File: src/rtl/clk_div_pkg.sv
// Shared types for the programmable clock divider.
//   mode_e     : channel mode requested through the config port
//   state_e    : per-channel sequencing state
//   pend_cfg_t : config captured while a channel is mid-period
// Build option: CLK_DIV_EDGE_CNT_EN adds per-channel rising-edge counters.
package clk_div_pkg;

  // Widest half-period a pending config can carry; channels use the low CNT_W bits.
  localparam int PEND_HALF_W = 64;

  typedef enum logic [1:0] {
    MODE_STOP = 2'd0,
    MODE_RUN  = 2'd1,
    MODE_STEP = 2'd2
  } mode_e;

  typedef enum logic [1:0] {
    ST_IDLE = 2'd0,
    ST_RUN  = 2'd1,
    ST_STEP = 2'd2
  } state_e;

  typedef struct packed {
    logic [PEND_HALF_W-1:0] half;
    mode_e                  mode;
    logic                   valid;
  } pend_cfg_t;

  // Encoding 3 is reserved and behaves as STOP.
  function automatic mode_e decode_mode(input logic [1:0] m);
    case (m)
      2'd1:    return MODE_RUN;
      2'd2:    return MODE_STEP;
      default: return MODE_STOP;
    endcase
  endfunction

endpackage

File: src/rtl/clk_div_channel.sv
// One divider channel: half-period counter, run/step sequencing and a
// single-entry pending config that is only applied on a falling boundary.
// Build option: CLK_DIV_EDGE_CNT_EN adds edge_cnt (rising edges seen).
// Ports:
//   clk_in, reset           source clock, synchronous active-high reset
//   cfg_valid/cfg_ready     config handshake for this channel
//   cfg_half, cfg_mode      requested half-period (0 -> 1) and mode
//   step_req                single-step request, level sampled
//   clk_out                 derived 50% clock
//   rise_pulse, fall_pulse  one-cycle strobes aligned with clk_out edges
//   busy                    channel is running or stepping
//
// state   | meaning
// ST_IDLE | clk_out held low, counter held at 0
// ST_RUN  | free-running divider
// ST_STEP | one full output period, then back to ST_IDLE
module clk_div_channel #(
  parameter int CNT_W        = 32,
  parameter int DEFAULT_HALF = 2
) (
  input  logic             clk_in,
  input  logic             reset,
  input  logic             cfg_valid,
  output logic             cfg_ready,
  input  logic [CNT_W-1:0] cfg_half,
  input  logic [1:0]       cfg_mode,
  input  logic             step_req,
  output logic             clk_out,
  output logic             rise_pulse,
  output logic             fall_pulse,
  output logic             busy
`ifdef CLK_DIV_EDGE_CNT_EN
  ,
  output logic [31:0]      edge_cnt
`endif
);
  import clk_div_pkg::*;

  localparam logic [CNT_W-1:0] HALF_RST =
    (DEFAULT_HALF < 1) ? CNT_W'(1) : CNT_W'(DEFAULT_HALF);

  state_e           r_state;
  mode_e            r_mode;
  logic [CNT_W-1:0] r_count;
  logic [CNT_W-1:0] r_half;
  pend_cfg_t        r_pend;
  logic             r_applied;
  logic             r_clk;
  logic             r_rise;
  logic             r_fall;

  logic             w_cfg_xfer;
  logic             w_tc;
  logic             w_step_go;
  logic [CNT_W-1:0] w_cfg_half;
  mode_e            w_cfg_mode;
  logic             w_unused_pend;

  assign w_cfg_xfer = cfg_valid && !r_pend.valid;
  assign w_cfg_half = (cfg_half == '0) ? CNT_W'(1) : cfg_half;
  assign w_cfg_mode = decode_mode(cfg_mode);
  assign w_tc       = (r_count == (r_half - CNT_W'(1)));
  // Step arming is judged on the mode held before any same-cycle config.
  assign w_step_go  = (r_state == ST_IDLE) && (r_mode == MODE_STEP) && step_req;
  assign w_unused_pend = ^r_pend.half;

  always_ff @(posedge clk_in) begin
    if (reset) begin
      r_state   <= ST_RUN;
      r_mode    <= MODE_RUN;
      r_count   <= '0;
      r_half    <= HALF_RST;
      r_pend    <= '0;
      r_applied <= 1'b0;
      r_clk     <= 1'b0;
      r_rise    <= 1'b0;
      r_fall    <= 1'b0;
    end else begin
      r_rise <= 1'b0;
      r_fall <= 1'b0;
      // Pending entry stays visible (cfg_ready low) through the fall_pulse cycle.
      if (r_applied) begin
        r_pend.valid <= 1'b0;
        r_applied    <= 1'b0;
      end
      if (r_state == ST_IDLE) begin
        r_count <= '0;
        r_clk   <= 1'b0;
        if (w_step_go) begin
          r_state <= ST_STEP;
          // A config arriving with the step is held until the step period ends.
          if (w_cfg_xfer) begin
            r_pend.half  <= PEND_HALF_W'(w_cfg_half);
            r_pend.mode  <= w_cfg_mode;
            r_pend.valid <= 1'b1;
          end
        end else if (w_cfg_xfer) begin
          r_half <= w_cfg_half;
          r_mode <= w_cfg_mode;
          if (w_cfg_mode == MODE_RUN) r_state <= ST_RUN;
        end
      end else begin
        if (w_cfg_xfer) begin
          r_pend.half  <= PEND_HALF_W'(w_cfg_half);
          r_pend.mode  <= w_cfg_mode;
          r_pend.valid <= 1'b1;
        end
        if (!w_tc) begin
          r_count <= r_count + CNT_W'(1);
        end else begin
          r_count <= '0;
          r_clk   <= !r_clk;
          r_rise  <= !r_clk;
          r_fall  <= r_clk;
          if (r_clk) begin
            if (r_pend.valid && !r_applied) begin
              r_half    <= r_pend.half[CNT_W-1:0];
              r_mode    <= r_pend.mode;
              r_applied <= 1'b1;
              if (r_pend.mode == MODE_RUN) r_state <= ST_RUN;
              else                         r_state <= ST_IDLE;
            end else if (r_state == ST_STEP) begin
              r_state <= ST_IDLE;
            end
          end
        end
      end
    end
  end

  assign cfg_ready  = !r_pend.valid;
  assign clk_out    = r_clk;
  assign rise_pulse = r_rise;
  assign fall_pulse = r_fall;
  assign busy       = (r_state != ST_IDLE);

`ifdef CLK_DIV_EDGE_CNT_EN
  logic        w_rise_ev;
  logic [31:0] r_edge_cnt;

  assign w_rise_ev = (r_state != ST_IDLE) && w_tc && !r_clk;

  always_ff @(posedge clk_in) begin
    if (reset)          r_edge_cnt <= '0;
    else if (w_rise_ev) r_edge_cnt <= r_edge_cnt + 32'd1;
  end

  assign edge_cnt = r_edge_cnt;
`endif

endmodule

File: src/rtl/prog_clock_divider.sv
// Multi-channel programmable clock divider with run/stop/single-step control.
// Build option: CLK_DIV_EDGE_CNT_EN adds edge_cnt (32 bits per channel).
// Ports:
//   clk_in, reset                  source clock, synchronous active-high reset
//   cfg_valid/cfg_ready, cfg_ch    config handshake, ready reflects cfg_ch
//   cfg_half, cfg_mode             half-period and mode for channel cfg_ch
//   step_req[NUM_CH]               per-channel single-step request
//   clk_out, rise_pulse, fall_pulse, busy  per-channel outputs
module prog_clock_divider #(
  parameter int  NUM_CH       = 2,
  parameter int  CNT_W        = 32,
  parameter int  DEFAULT_HALF = 2,
  localparam int CH_W         = (NUM_CH > 1) ? $clog2(NUM_CH) : 1
) (
  input  logic              clk_in,
  input  logic              reset,
  input  logic              cfg_valid,
  output logic              cfg_ready,
  input  logic [CH_W-1:0]   cfg_ch,
  input  logic [CNT_W-1:0]  cfg_half,
  input  logic [1:0]        cfg_mode,
  input  logic [NUM_CH-1:0] step_req,
  output logic [NUM_CH-1:0] clk_out,
  output logic [NUM_CH-1:0] rise_pulse,
  output logic [NUM_CH-1:0] fall_pulse,
  output logic [NUM_CH-1:0] busy
`ifdef CLK_DIV_EDGE_CNT_EN
  ,
  output logic [NUM_CH*32-1:0] edge_cnt
`endif
);
  import clk_div_pkg::*;

  logic [NUM_CH-1:0] w_ready;

  for (genvar i = 0; i < NUM_CH; i++) begin : g_ch
    clk_div_channel #(
      .CNT_W        (CNT_W),
      .DEFAULT_HALF (DEFAULT_HALF)
    ) u_ch (
      .clk_in     (clk_in),
      .reset      (reset),
      .cfg_valid  (cfg_valid && (cfg_ch == CH_W'(i))),
      .cfg_ready  (w_ready[i]),
      .cfg_half   (cfg_half),
      .cfg_mode   (cfg_mode),
      .step_req   (step_req[i]),
      .clk_out    (clk_out[i]),
      .rise_pulse (rise_pulse[i]),
      .fall_pulse (fall_pulse[i]),
      .busy       (busy[i])
`ifdef CLK_DIV_EDGE_CNT_EN
      ,
      .edge_cnt   (edge_cnt[i*32 +: 32])
`endif
    );
  end

  // An out-of-range channel index never reports ready, so nothing transfers.
  always_comb begin
    cfg_ready = 1'b0;
    for (int i = 0; i < NUM_CH; i++) begin
      if (cfg_ch == CH_W'(i)) cfg_ready = w_ready[i];
    end
  end

endmodule

File: config.mk
export PLATFORM = sky130hd
export DESIGN_NAME = prog_clock_divider
export DESIGN_NICKNAME = d
export VERILOG_FILES = /design/src/rtl/clk_div_pkg.sv /design/src/rtl/clk_div_channel.sv /design/src/rtl/prog_clock_divider.sv
export SDC_FILE = /design/constraint.sdc
export NUM_CORES = 1
export LEC_CHECK = 0
export ABC_AREA = 1
export CORE_ASPECT_RATIO = 0.7
export CORE_MARGIN = 4
export CORE_UTILIZATION = 50
export DETAILED_ROUTE_END_ITERATION = 8
export PLACE_DENSITY = 0.67
export RECOVER_POWER = 100
export SETUP_SLACK_MARGIN = 0.15
export SLEW_MARGIN = 20
export SYNTH_ARGS = -nofsm -noshare
export SYNTH_HDL_FRONTEND = slang
export SYNTH_SLANG_ARGS = --single-unit
File: constraint.sdc
create_clock -name clk_in -period 3.32 [get_ports clk_in]
set_input_delay 0.996 -clock clk_in [delete_from_list [all_inputs] [get_ports clk_in]]
set_output_delay 0.996 -clock clk_in [all_outputs]
set_load 0.05 [all_outputs]
Yosys cells after proc, flatten, opt, wreduce, memory -nomap -nowiden

Cells that the tools add are included.

Flip-flop bits (word level): 278
Output and inout port bits: 9
Bits of input ports: 40
Word-level logic and storage cells: 147

Bitwise logic cells: 5
Equal/unequal tests: 21
Muxes and demuxes: 54
Add/sub/neg operators: 4
Reduce and logical (&&, ||, !) cells: 41

Operators with widths:

| operator                | number |
|---|---|
| $mux W32                | 13 |
| $mux W67                | 6 |
| $add A32 B1 Y32 const B | 2 |
| $eq A32 B32 Y1          | 2 |
| $sub A32 B1 Y32 const B | 2 |
| $mux W2                 | 27 |
| $logic_not A32 Y1       | 1 |
| $reduce_and A5 Y1       | 4 |
| $reduce_bool A2 Y1      | 8 |
| $reduce_or A3 Y1        | 4 |
| $eq A2 B2 Y1 const B    | 5 |
| $logic_and A1 B1 Y1     | 10 |
| $eq A2 B1 Y1 const B    | 4 |
| $ne A2 B1 Y1 const B    | 4 |
| $reduce_or A4 Y1        | 2 |
| $mux W1                 | 7 |
| $logic_not A1 Y1        | 6 |
| $ne A3 B1 Y1 const B    | 2 |
| $ne A3 B2 Y1 const B    | 2 |
| $reduce_bool A3 Y1      | 2 |
| $not A1 Y1              | 5 |
| $logic_not A2 Y1        | 2 |
| $ne A2 B2 Y1 const B    | 2 |
| $pmux W2 S2             | 1 |
| $reduce_or A2 Y1        | 2 |

Logic depth before layout (Yosys ltp)

Gate-level depths: netlist of the first run.

Word-level depth: 7
Depth in mapped cells: 22
Mapped depth without buffers: 20

Cells and area by module

A second synthesis of the first run with hierarchy kept.

Cell total of the unflattened synthesis: 2024
Area total of the unflattened synthesis: 12565.8 um^2

Modules (own cells, without submodules):

| module                          | area each (um^2) | cells an instance | sequential area each (um^2) | instances |
|---|---|---|---|---|
| clk_div_channel at g_ch[1].u_ch | 6323.6           | 1027              | 2142.1                      | 1 |
| clk_div_channel at g_ch[0].u_ch | 6212.2           | 989               | 2142.1                      | 1 |
| prog_clock_divider              | 30.0             | 8                 | 0.0                         | 1 |

Worst setup path after synthesis of the first run

OpenSTA, ideal clock, no wires.

Path type: in2out
Start point: input cfg_ch
End point: output cfg_ready
Stages: 1
Arrival: 2.092 ns
Path buffers: 0
Setup slack: 0.232 ns
Data required time: 2.324 ns
Path through: o21ai_0

Longest elaborated chain between the ends: 1

RTL lines:

| element            | RTL line                 | RTL |
|---|---|---|
| start: declaration | prog_clock_divider.sv:19 | `input logic [CH_W-1:0] cfg_ch,` |
| $mux W1            | prog_clock_divider.sv:63 | `if (cfg_ch == CH_W'(i)) cfg_ready = w_ready[i];` |
| end: declaration   | prog_clock_divider.sv:18 | `output logic cfg_ready,` |

Every way passes these cells.

Worst setup path in the final report of the first run

Ends and elaborated chain as after synthesis.

==> qor.txt, run 1 <==
Overall Global Routing Usage -> 24.9%
Initial Utilization -> 51.2%
DRC -> 0
Setup ws final -> 0.195 ns
Pin count of the biggest net entering global routing -> 68
Pre-CTS WS -> 0.323 ns
Hold endpoint -> g_ch[0].u_ch.r_half[1]
Crit Path Category -> primary input to output port
RR Startpoint -> g_ch[0].u_ch.r_half[1]
YS warnings -> 0
Num CTS Buffers -> 22
I/O Buffers -> 48
Final net count -> 1993
Die area -> 0.0270 mm^2
Clock Latency Late Sink -> 0.53 ns
Outcome -> complete, no violations
Crit path time final -> 3.13 ns
Synthesized Nets -> 1970
Static Leak -> 6.52 nW
CP delay by family, top -> buffers and inverters
Critical Path Fanout Max -> 3
CP max stage delay -> 0.50 ns
Row cnt -> 47
Ports -> 49
Antenna viol nets, final -> 0
Average wire per standard cell -> 15.4 um
Vias in the first global route -> 10300
DRT iter0 DRCs -> 1236
First-pass GRT wire length -> 55.3 mm
Longest Clk Path Bufs -> 3
R2R cell count -> 20
Cell Chain, Critical Path -> clkdlybuf4s50_1 > nand2_1 > o21ai_0 > clkbuf_1
Final TNS setup -> 0 ns
R2R setup slack -> 0.33 ns
Required @ worst endpoint -> 2.32 ns
Die height -> 139 um
Clock root buffer -> clkbuf_16
Layout Cells excl Fill -> 2279
Number of synthesized register bits -> 214
Clock Skews -> 0.0376 ns
Min-Delay Startpoint -> g_ch[0].u_ch.r_half[1]
Endpoints failing setup -> 0
PD cells -> 504 mW/mm^2
Ys flop type -> dfxtp_1
NetSw -> 2.27 mW
CTS tree -> done
Post-route design area -> 0.0137 mm^2
Initial antenna violation count -> 0
Core area -> 0.0238 mm^2
Internal -> 4.61 mW
Async SR Flop Fraction -> 0%
TritonRoute pass-1 iters -> 5
Max Slew Vio Count -> 0
Worst Setup End Kind -> output port
FF-to-FF End -> g_ch[0].u_ch.r_half[18]
Layout cells sized above 1 -> 6.17%
Gpl congestion -> 0.976
WL final -> 35.0 mm
DIE WIDTH -> 195 um
# placed instances -> 2242
Slew @ Worst Pin -> 1.08 ns
Clk slew on worst S/H paths -> 0.06 ns
Clk sinks -> 214
Detailed Place HPWL -> 27.0 mm
CP startpoint kind -> primary input
Clock share of power -> 35.7%
Synthesized area -> 0.0122 mm^2
Diodes inserted -> 0
Sw frac -> 33.0%
Slew headroom -> 27.9%
Vias per inst -> 5.26
Final Hold Viols -> 0
Hold Path Cell Cnt -> 2
WP buf/inv -> 2
Sequential share of the synthesized area -> 35.1%
Comb power frac -> 23.1%
Period utilization -> 94.1%
Post-Syn Instances -> 1926
Vias -> 12000
Seq pwr share -> 41.1%
Avg Cell Area, Syn -> 6.33 um^2
Crit-path slowest cell -> clkdlybuf4s50_1
DP Area -> 0.0130 mm^2
Number of synthesized flops with an enable pin -> 0
Max H-tree Level -> 1
Worst hold-check path type -> flop to flop
RSZ-0062 raised after global routing -> false
CP arrival -> 2.13 ns
Area growth, synth to finish -> 12.0%
Max Freq -> 320 MHz
Max IR drop VDD -> 0.518 mV
Max cap viols -> 0
GRT overflow -> 0
Post-synth cell types -> 43
Total power -> 6.88 mW
## state kept, by name, indices dropped and copies added, names as in the netlist
| name | cells |
|---|---|
| g_ch.u_ch.r_half | 64 |
| g_ch.u_ch.rise_pulse | 2 |
| g_ch.u_ch.clk_out | 2 |
| g_ch.u_ch.r_state | 4 |
| g_ch.u_ch.r_pend | 70 |
| g_ch.u_ch.fall_pulse | 2 |
| g_ch.u_ch.r_applied | 2 |
| g_ch.u_ch.r_count | 64 |
| g_ch.u_ch.r_mode | 4 |
## metrics by stage
step / hold slack [ns] / utilization, %
4_1_cts: 0.461 / 57.4
2_1_floorplan: 0.429 / -
5_1_grt: 0.489 / 57.3
6_report: 0.460 / 57.3
3_3_place_gp: 0.440 / 54.5
3_5_place_dp: 0.445 / 54.5
## routing by layer
metal / vias up / part of all wire [%] / GRT usage [%]
met1: 5389 / 53 / 42.3
met3: 31 / 10 / 5.80
met2: 444 / 36 / 31.4
met4: 0 / 1.1 / 3.14
met5: - / 0 / 0
li1: 6117 / - / -
## power by group through the flow
stage                     clock network, mW  logic (mW)  registers (mW)
after detailed placement                  0        1.55            2.89
after floorplan                           0        1.11            2.85
after CTS                              2.50        1.56            2.83
final                                  2.46        1.59            2.83
after global placement                    0        1.53            2.88
after global routing                   2.61        1.76            2.85
## cell type report
type,count,area (um^2)
fill,2375,10200
multi-input combinational,1431,6810
sequential,214,4280
inverter,207,778
timing repair buffer,73,701
clock buffer,26,576
tap,318,398
clock inverter,10,114
## tightest hold or removal path, delay by kind of cell (launching register included)
family,cells,cell delay (ns)
flip-flops,1,0.33
AND/OR/NAND/NOR,2,0.10
## cells in the mapped netlist (6+ instances only)
master | instances | area (um^2)
nand3_1 | 86 | 430
xnor2_1 | 25 | 219
nand4_1 | 33 | 206
nand2_2 | 18 | 113
buf_4 | 8 | 60.1
nor4_1 | 6 | 37.5
inv_1 | 203 | 762
nor2_2 | 16 | 100
buf_2 | 13 | 65.1
nand3b_1 | 15 | 113
nor2_4 | 7 | 78.8
nor3b_1 | 15 | 113
nor3_1 | 30 | 150
o21ai_0 | 145 | 726
dfxtp_1 | 214 | 4280
clkbuf_1 | 44 | 165
a21oi_1 | 97 | 485
or2_2 | 9 | 56.3
nor2_1 | 344 | 1290
nand2_1 | 501 | 1880
xor2_1 | 49 | 429
## how the worst max path moves through the flow
stage	startpoint	endpoint	slack, ns	depth (start not counted)
global placement	g_ch[1].u_ch.r_half[0]	g_ch[1].u_ch.r_half[5]	0.37	18
global route	g_ch[0].u_ch.r_count[0]	g_ch[0].u_ch.r_count[30]	0.11	12
detailed placement	g_ch[1].u_ch.r_half[0]	g_ch[1].u_ch.r_half[13]	0.32	18
CTS	g_ch[1].u_ch.r_half[0]	g_ch[1].u_ch.r_half[13]	0.27	18
finish	cfg_ch	cfg_ready	0.19	4
floorplan	cfg_ch	cfg_ready	0.23	1
## placed cells by master (no fill, tap or decap), types with 5 or more instances in the layout
cell               n
nand2_1          506
nor2_1           340
dfxtp_1          214
inv_1            201
o21ai_0          145
a21oi_1           97
nand3_1           86
xor2_1            49
clkdlybuf4s50_1   37
nand4_1           33
nor3_1            30
xnor2_1           25
clkbuf_16         22
buf_4             16
nand3b_1          15
nor3b_1           15
nor2_2            14
nor2_4            13
nand2_2           13
or2_2              9
dlygate4sd3_1      8
clkinv_2           7
clkbuf_1           7
nor4_1             6
o21bai_1           5
nand2_4            5
buf_12             5
## what timing repair did
action,CTS,global route
buffers inserted,0,1
hold buffers,0,0
resized for setup,0,11
setup endpoints to repair,0,65
hold endpoints to repair,0,0
## cell families after synthesis
family | count (synthesis) | share of synthesized area (%)
compound gates | 260 | 11.0
xor+xnor | 75 | 5.50
fa+ha+maj | 4 | 0.411
buf+inv | 281 | 9.28
flops | 214 | 35.1
simple gates | 1092 | 38.6
No activity file was read; power rests on OpenSTA's default activity.
==> inputs of run 2 (changes only) <==
--- a/config.mk
+++ b/config.mk
@@ -10,6 +10,7 @@
 export CORE_MARGIN = 4
 export CORE_UTILIZATION = 50
 export DETAILED_ROUTE_END_ITERATION = 8
+export GPL_ROUTABILITY_DRIVEN = 0
 export PLACE_DENSITY = 0.67
 export RECOVER_POWER = 100
 export SETUP_SLACK_MARGIN = 0.15
==> run 2 against run 1 <==
  * Sequential cell count stayed put
  * Setup slack got worse by 0.0041 ns
  * Utilization about the same
==> qor.txt, run 2 (synthesis results as in run 1) <==
Critical Path Fanout Max -> 3 (unchanged)
Antenna viol nets, final -> 0 (unchanged)
Final TNS setup -> 0 ns (unchanged)
Core area -> 0.0238 mm^2 (unchanged)
DRC -> 0 (unchanged)
Layout cells sized above 1 -> 5.71% (was 6.17%)
Required @ worst endpoint -> 2.32 ns (about the same)
Top reg by flops -> g_ch.u_ch.r_pend (unchanged)
I/O Buffers -> 48 (unchanged)
WL final -> 33.8 mm (was 35.0 mm)
Vias per inst -> 5.24 (was 5.26)
Diodes inserted -> 0 (unchanged)
Initial antenna violation count -> 1 (was 0)
Initial Utilization -> 51.2% (unchanged)
Max Freq -> 320 MHz (about the same)
Vias -> 11900 (was 12000)
DP Area -> 0.0129 mm^2 (was 0.0130 mm^2)
Commonest non-fill, non-tap cell in the layout -> nand2_1 (unchanged)
Clk sinks -> 214 (unchanged)
Die area -> 0.0270 mm^2 (unchanged)
Longest Clk Path Bufs -> 3 (unchanged)
CP arrival -> 2.13 ns (about the same)
Row cnt -> 47 (unchanged)
Clock Latency Late Sink -> 0.52 ns (was 0.53 ns)
GRT overflow -> 0 (unchanged)
RSZ-0062 raised after global routing -> true (was false)
Ports -> 49 (unchanged)
Largest regs -> g_ch.u_ch.r_pend: 70 flops, g_ch.u_ch.r_count: 64 flops, g_ch.u_ch.r_half: 64 flops (unchanged)
Outcome -> complete, no violations (unchanged)
PD cells -> 516 mW/mm^2 (was 504 mW/mm^2)
Detailed Place HPWL -> 25.4 mm (was 27.0 mm)
R2R setup slack -> 0.38 ns (was 0.33 ns)
Clk slew on worst S/H paths -> 0.06 ns (about the same)
Max Slew Vio Count -> 0 (unchanged)
Slew @ Worst Pin -> 1.07 ns (was 1.08 ns)
Area growth, synth to finish -> 12.1% (was 12.0%)
Clock root buffer -> clkbuf_16 (unchanged)
Crit Path Category -> primary input to output port (unchanged)
DIE WIDTH -> 195 um (unchanged)
Vias in the first global route -> 10400 (was 10300)
Die height -> 139 um (unchanged)
Period utilization -> 94.3% (was 94.1%)
Slew headroom -> 28.7% (was 27.9%)
Most frequent cells in the layout -> nand2_1, nor2_1, dfxtp_1 (unchanged)
CP startpoint kind -> primary input (unchanged)
Max IR drop VDD -> 0.505 mV (was 0.518 mV)
Pin count of the biggest net entering global routing -> 91 (was 68)
Max H-tree Level -> 1 (unchanged)
Num CTS Buffers -> 23 (was 22)
Final Hold Viols -> 0 (unchanged)
Max cap viols -> 0 (unchanged)
Post-route design area -> 0.0137 mm^2 (about the same)
TritonRoute pass-1 iters -> 5 (unchanged)
Static Leak -> 6.54 nW (was 6.52 nW)
DRT iter0 DRCs -> 1301 (was 1236)
Clock Skews -> 0.0120 ns (was 0.0376 ns)
Average wire per standard cell -> 14.8 um (was 15.4 um)
Final net count -> 1987 (was 1993)
Number of flip-flops in the largest register -> 70 (unchanged)
First-pass GRT wire length -> 54.2 mm (was 55.3 mm)
Endpoints failing setup -> 0 (unchanged)
Crit path time final -> 3.13 ns (about the same)
Overall Global Routing Usage -> 24.1% (was 24.9%)
Worst hold-check path type -> flop to flop (unchanged)
CTS tree -> done (unchanged)
Worst Setup End Kind -> output port (unchanged)
[run 2: final cells by class]
type                            count  area (um^2)
Fill cell                        2367        10200
Timing Repair Buffer               66          646
Multi-Input combinational cell   1431         6780
Clock buffer                       28          624
Tap cell                          318          398
Inverter                          207          778
Clock inverter                     14          155
Sequential cell                   214         4280
[run 2: layer usage]
metal  part of all wire, %  GRT usage (%)  vias up  routed length (um)
li1                      -              -     6097                   -
met1                    50           38.9     5319               16900
met2                    37           31.2      467               12500
met3                    11           7.36       52                3860
met4                   1.7           3.88        2                 582
met5                 0.033              0        -                  11
[run 2: what timing repair did]
action,4_1_cts,5_1_grt
hold buffers,0,0
buffers inserted,0,0
resized for setup,0,6
setup endpoints to repair,0,65
endpoints found under the hold margin,0,0
[run 2: power by group]
group / internal [mW] / switching, mW / leakage (nW)
registers: 2.72 / 0.119 / 1.74
clock network: 1.58 / 1.09 / 0.390
logic: 0.473 / 1.07 / 4.42
[run 2: path summary, 6_finish.rpt]
kind / from / to / cells past startpoint
setup reg to reg: g_ch[1].u_ch.r_half[0] / g_ch[1].u_ch.r_half[18] / 19
setup / recovery: cfg_ch / cfg_ready / 4
hold reg to reg: g_ch[1].u_ch.r_mode[0] / g_ch[1].u_ch.r_mode[0] / 2
hold / removal: g_ch[1].u_ch.r_mode[0] / g_ch[1].u_ch.r_mode[0] / 2
[run 2: worst max-delay path, stage by stage]
cell             delay (ns)
clkdlybuf4s50_1        0.49
nand2_1                0.07
o21ai_0                0.08
clkbuf_1               0.49
[run 2: per-stage QoR]
step                      utilization [%]  power (mW)  setup slack [ns]  hold WS [ns]  cells
after floorplan                         -        3.97             0.232         0.429   1926
after global placement               54.3        4.38             0.403         0.441   2236
after detailed placement             54.3        4.40             0.342         0.450   2236
after CTS                            57.6        7.10             0.304         0.467   2278
after global routing                 57.4        7.42            0.0812         0.500   2278
final                                57.4        7.05             0.191         0.464   2278
